File: src/rtl/sha_message_scheduler.sv
// SHA-256 message schedule generator: latches one 16-word block and streams
// W[0..ROUNDS-1], WORDS_PER_CYCLE words per beat, with valid/ready on both sides.
module sha_message_scheduler #(
  parameter int WORDS_PER_CYCLE = 1,
  parameter int ROUNDS          = 64,
  parameter int IDX_W           = 6
) (
  input  logic                              clk,
  input  logic                              rst_n,
  input  logic                              flush_i,
  input  logic                              in_valid_i,
  output logic                              in_ready_o,
  input  logic [15:0][31:0]                 block_i,
  output logic                              out_valid_o,
  input  logic                              out_ready_i,
  output logic [WORDS_PER_CYCLE-1:0][31:0]  w_o,
  output logic [IDX_W-1:0]                  round_o,
  output logic                              last_o
);

  localparam int WPC = WORDS_PER_CYCLE;
  localparam logic [IDX_W-1:0] LAST_ROUND = IDX_W'(ROUNDS - WPC);
  localparam logic [IDX_W-1:0] STEP       = IDX_W'(WPC);

  typedef enum logic {ST_IDLE, ST_RUN} state_t;

  state_t                 state_q, state_d;
  logic [15:0][31:0]      hist_q, hist_d;
  logic [IDX_W-1:0]       round_q, round_d;
  logic [WPC-1:0][31:0]   new_w;
  logic                   fire;

  function automatic logic [31:0] sig0(input logic [31:0] x);
    return {x[6:0], x[31:7]} ^ {x[17:0], x[31:18]} ^ (x >> 3);
  endfunction

  function automatic logic [31:0] sig1(input logic [31:0] x);
    return {x[16:0], x[31:17]} ^ {x[18:0], x[31:19]} ^ (x >> 10);
  endfunction

  // hist_q[j] holds W[round_q + j]; lane k of the next words may chain on lanes k-2, k-1
  for (genvar k = 0; k < WPC; k++) begin : g_lane
    logic [31:0] m2;
    logic [31:0] w_new;
    if (k >= 2) begin : g_chain
      assign m2 = g_lane[k-2].w_new;
    end else begin : g_hist
      assign m2 = hist_q[14+k];
    end
    assign w_new    = sig1(m2) + hist_q[9+k] + sig0(hist_q[1+k]) + hist_q[k];
    assign new_w[k] = w_new;
  end

  always_comb begin
    state_d     = state_q;
    hist_d      = hist_q;
    round_d     = round_q;
    out_valid_o = (state_q == ST_RUN);
    last_o      = out_valid_o && (round_q == LAST_ROUND);
    fire        = out_valid_o && out_ready_i;
    in_ready_o  = (state_q == ST_IDLE) || (fire && last_o);

    if (flush_i) begin
      state_d = ST_IDLE;
      round_d = '0;
    end else if (in_valid_i && in_ready_o) begin
      state_d = ST_RUN;
      hist_d  = block_i;
      round_d = '0;
    end else if (fire) begin
      if (last_o) begin
        state_d = ST_IDLE;
        round_d = '0;
      end else begin
        round_d = round_q + STEP;
        hist_d  = {new_w, hist_q[15:WPC]};
      end
    end
  end

  always_ff @(posedge clk or negedge rst_n) begin
    if (!rst_n) begin
      state_q <= ST_IDLE;
      hist_q  <= '0;
      round_q <= '0;
    end else begin
      state_q <= state_d;
      hist_q  <= hist_d;
      round_q <= round_d;
    end
  end

  assign w_o     = out_valid_o ? hist_q[WPC-1:0] : '0;
  assign round_o = round_q;

endmodule

File: config.mk
export PLATFORM = sky130hd
export DESIGN_NAME = sha_message_scheduler
export DESIGN_NICKNAME = d
export VERILOG_FILES = /design/src/rtl/sha_message_scheduler.sv
export SDC_FILE = /design/constraint.sdc
export NUM_CORES = 2
export LEC_CHECK = 0
export BUFFER_PORTS_ARGS = -buffer_cell sky130_fd_sc_hd__buf_2
export CAP_MARGIN = 20
export CORE_AREA = 4 4 239 241
export DETAILED_ROUTE_END_ITERATION = 10
export DIE_AREA = 0 0 243 245
export GPL_ROUTABILITY_DRIVEN = 0
export MAX_ROUTING_LAYER = met4
export PLACE_DENSITY = 0.89
export SETUP_SLACK_MARGIN = 0.05
export SYNTH_ARGS = -nofsm -noshare
export SYNTH_HDL_FRONTEND = slang
export SYNTH_SLANG_ARGS = --single-unit
File: constraint.sdc
create_clock -name clk -period 3.7 [get_ports clk]
set_input_delay 0.74 -clock clk [delete_from_list [all_inputs] [get_ports clk]]
set_output_delay 0.74 -clock clk [all_outputs]
set_load 0.03 [all_outputs]
==> impl_metrics.csv <==
group,metric,value,unit
clock_network,worstSkewPairLatency,630,ps
clock_network,cts_max_level,2,
job,cap_violations,0,
route,violation_count_after_the_first_detailed_routing_iteration,4635,
global_routing,grt_max_degree,126,
logic_synthesis,yosys.area.top_type_share,0.466,
global_routing,grt_first_pass_wirelength,157000,um
route,firstDrtPassIters,11,
logic_synthesis,post_synth.cell_area_avg,8.12,um^2
outcome,outcome,"finished, violations left",
logic_synthesis,synthCells,3436,
sta,period_needed,4390,ps
global_routing,first_global_vias,26600,
critical_path,criticalPathCategory,"flip-flop to flip-flop",
finish,area.growth.synth_to_final,23.3,%
global_routing,number_of_antenna_violations_at_the_first_check_in_global_routing,10,
logic_synthesis,ys.warnings.count,0,
placed_design,numPortBuffers,557,
finish,num-nets-final,4575,
global_routing,global_route_usage_over_all_layers,0.355,
die,design.core.area,54900,um^2
outcome,violations_in_the_final_reports,"DRC, setup timing",
hold_path,hp-class,"input pin to asynchronous set/reset pin",
route,drcViolationCount,3,
power_and_ir_drop,pwr_density_cell,1260,nW/um^2
route,detail_route.vias_per_cell,6.03,
die,die_height,245,um
placed_design,dp.final_hpwl,81400,um
power_and_ir_drop,combinationalPowerShare,0.675,
logic_synthesis,post-synth-top-area-cell,"dfrtp_1",
logic_synthesis,ys_top_cells_by_area,"dfrtp_1, nand2_1, a31oi_1",
sta,finalHoldViolCount,0,
global_routing,gr-total-overflow,0,
finish,final.fill_count,4306,
route,ant_nets,0,
power_and_ir_drop,power.clock.fraction,0.132,
power_and_ir_drop,pleak,16.4,nW
logic_synthesis,dominantRegCellSynth,"dfrtp_1",
sta,worst_slew_margin_rel,0.424,
route,totalWireLength,110000,um
logic_synthesis,mappedNetlistNets,4047,
die,core.rowCount,86,
critical_path,crit_path_start_kind,"flip-flop",
clock_network,path_clk_slew,60,ps
logic_synthesis,postSynthRegisterBits,519,
finish,regArea,13000,um^2
sta,finalClockSkew,25.2,ps
route,routed_wire_length_per_instance,23.3,um
clock_network,cts.root.buffer_cell,"clkbuf_16",
clock_network,tritoncts.num_buffers,54,
die,initial_utilization,0.508,
critical_path,critical_path.max_fanout,4,
route,num_vias,28500,
critical_path,cp.required,4190,ps
logic_synthesis,ys_async_sr_fraction,1.00,
critical_path,cp-end-kind,"flip-flop",
sta,worst-slew-pin-transition,864,ps
die,floorplan.die.width,243,um
power_and_ir_drop,ir_worst_vdd,1.85,mV
die,top_level_ports,558,
sta,postLayoutSetupSlackWorst,-690,ps
sta,report.final.slew_viol_count,0,
logic_synthesis,synth_seq_area_share,0.466,
logic_synthesis,netlist-cell-type-count,57,
finish,post_route_cells_drive_above_1_share,0.229,
sta,grt_setup_unrepaired,"yes",
power_and_ir_drop,intPower,22.9,mW
clock_network,clkSinkCount,519,
power_and_ir_drop,p_switching,20.5,mW
logic_synthesis,synth_enable_flop_cells,0,
die,die_area,59500,um^2
sta,fmax,228,MHz
sta,final.period_utilization,1.19,
power_and_ir_drop,portion_of_total_power_attributed_to_sequential_cells,0.192,
clock_network,clock_path_buffers,3,
critical_path,worst-endpoint-arrival,4880,ps
finish,multiInputGateArea,13600,um^2
logic_synthesis,syn-cell-area,27900,um^2
clock_network,clock_tree_from_tritoncts,"yes",
power_and_ir_drop,power,43.4,mW
placed_design,dp_worst_setup_slack,-405,ps
power_and_ir_drop,power.switching_fraction,0.472,
sta,report.final.setup_viol,22,
synth_stat cells (6+ instances only):
cell type / number
xor2_1: 64
buf_1: 6
nor2_1: 526
a21oi_1: 86
fa_1: 62
a31oi_1: 456
buf_2: 68
clkbuf_1: 213
o21ai_0: 27
a22oi_1: 13
dfrtp_1: 519
xnor2_1: 85
o21ai_1: 36
ha_1: 32
o21a_1: 7
and2_1: 36
inv_1: 126
a21o_1: 13
nand2_1: 985
flip-flops by register name, summed over array words and instances, names as in the netlist:
signal / cells
hist_q: 480
round_o: 6
out_valid_o: 1
g_lane.m2: 32
placed cells by master (no fill, tap or decap), drive strengths merged, types with 2 or more instances in the layout:
master   synthesis  layout
nor2           526     526
a31o             2       2
inv            127     130
a221oi           2       2
nand4            5       5
o21ai           63      63
nand2b           3       3
bufinv           0       6
clkbuf         213      71
o21bai           2       2
a211o            2       2
o31ai            3       3
a211oi           5       5
nand2          985     985
xor2            64      64
a41oi            2       2
and2            36      36
clkinv           0      20
a21boi           3       3
xnor2           85      85
a21oi           87      87
nor2b            4       4
diode            0      12
and3             2       2
nor3             5       5
a31oi          456     456
a22oi           13      13
buf             76     761
nand3            4       4
o21a             7       7
fa              62      62
o2111ai          3       3
ha              32      32
a21o            13      13
o22ai            3       3
dfrtp          519     519
or4              2       2
nor4             3       3
kinds of logic (layout without fill, tap and decap cells):
| family | Yosys count | after routing | share of synthesized area |
|---|---|---|---|
| and+or+nand+nor | 1580 | 1580 | 0.219 |
| xor gates and xnor gates | 149 | 149 | 0.0468 |
| other | 0 | 12 | 0 |
| DFF | 519 | 519 | 0.466 |
| AOI/OAI and AO/OA | 676 | 676 | 0.149 |
| muxes | 2 | 2 | 0.000763 |
| adders and majority gates | 94 | 94 | 0.0589 |
| buffers and inverters | 416 | 988 | 0.0593 |
cell type report:
class                   instances  share of cell area
repair buffers                761               0.133
multi-input cells            2501               0.395
diodes                         12            0.000873
clock buffers                  71              0.0435
inverters                     127              0.0139
clock inverters                29              0.0105
well taps                     704              0.0256
flip-flops and latches        519               0.378
critical path: stages, from the launching register on:
cell and delay (ps):
dfrtp_1 450, buf_4 180, xor2_1 150, xnor2_1 150
fa_1 430, fa_1 550, inv_1 50, ha_1 180
a21o_1 200, a21o_1 230, a2111oi_0 750, o31ai_1 130
a31o_2 270, buf_4 140, a31oi_1 160, xor2_1 160
o21ai_1 70
final timing paths:
path	start	endpoint	slack, ps	depth (start not counted)
min in group clk	block_i[424]	hist_q[424]	360	3
hold reg to reg	hist_q[261]	hist_q[261]	490	2
max in group asynchronous	rst_n	hist_q[334]	2450	2
setup / recovery	g_lane[0].m2[22]	hist_q[505]	-690	16
setup reg to reg	g_lane[0].m2[22]	hist_q[505]	-690	16
hold / removal	rst_n	hist_q[159]	70	1
per-stage QoR:
stage,cell area (um^2),TNS [ps],cells,hold slack (ps),util
2_1_floorplan,27900,-395,3436,444,-
3_3_place_gp,32100,-1770,4603,466,0.585
3_5_place_dp,32100,-4160,4603,475,0.585
4_1_cts,34100,-3810,4708,158,0.621
5_1_grt,34400,-9740,4721,132,0.627
6_report,34400,-7880,4724,73.2,0.627
power groups by stage:
stage | sequential (mW) | clock [mW] | combinational (mW)
floorplan | 7.77 | 0 | 15.0
global placement | 8.27 | 0 | 22.6
detailed placement | 8.34 | 0 | 23.6
CTS | 8.27 | 5.74 | 24.8
global route | 8.45 | 6.00 | 30.5
finish | 8.35 | 5.75 | 29.3
routing by layer:
metal / GRT usage / vias to the layer above / routed length, um
met4: 0.208 / 0 / 8420
met2: 0.518 / 2302 / 47700
met3: 0.0735 / 540 / 13600
met5: - / - / 0
met1: 0.462 / 13300 / 40400
li1: - / 12300 / -
what timing repair did:
item / 4_1_cts / 5_1_grt
endpoints found under the setup margin: 22 / 27
setup buffers: 5 / 5
gates resized for setup: 20 / 50
pin swaps: 11 / 19
hold buffers: 0 / 0
Power figures use the tool's default switching activity.
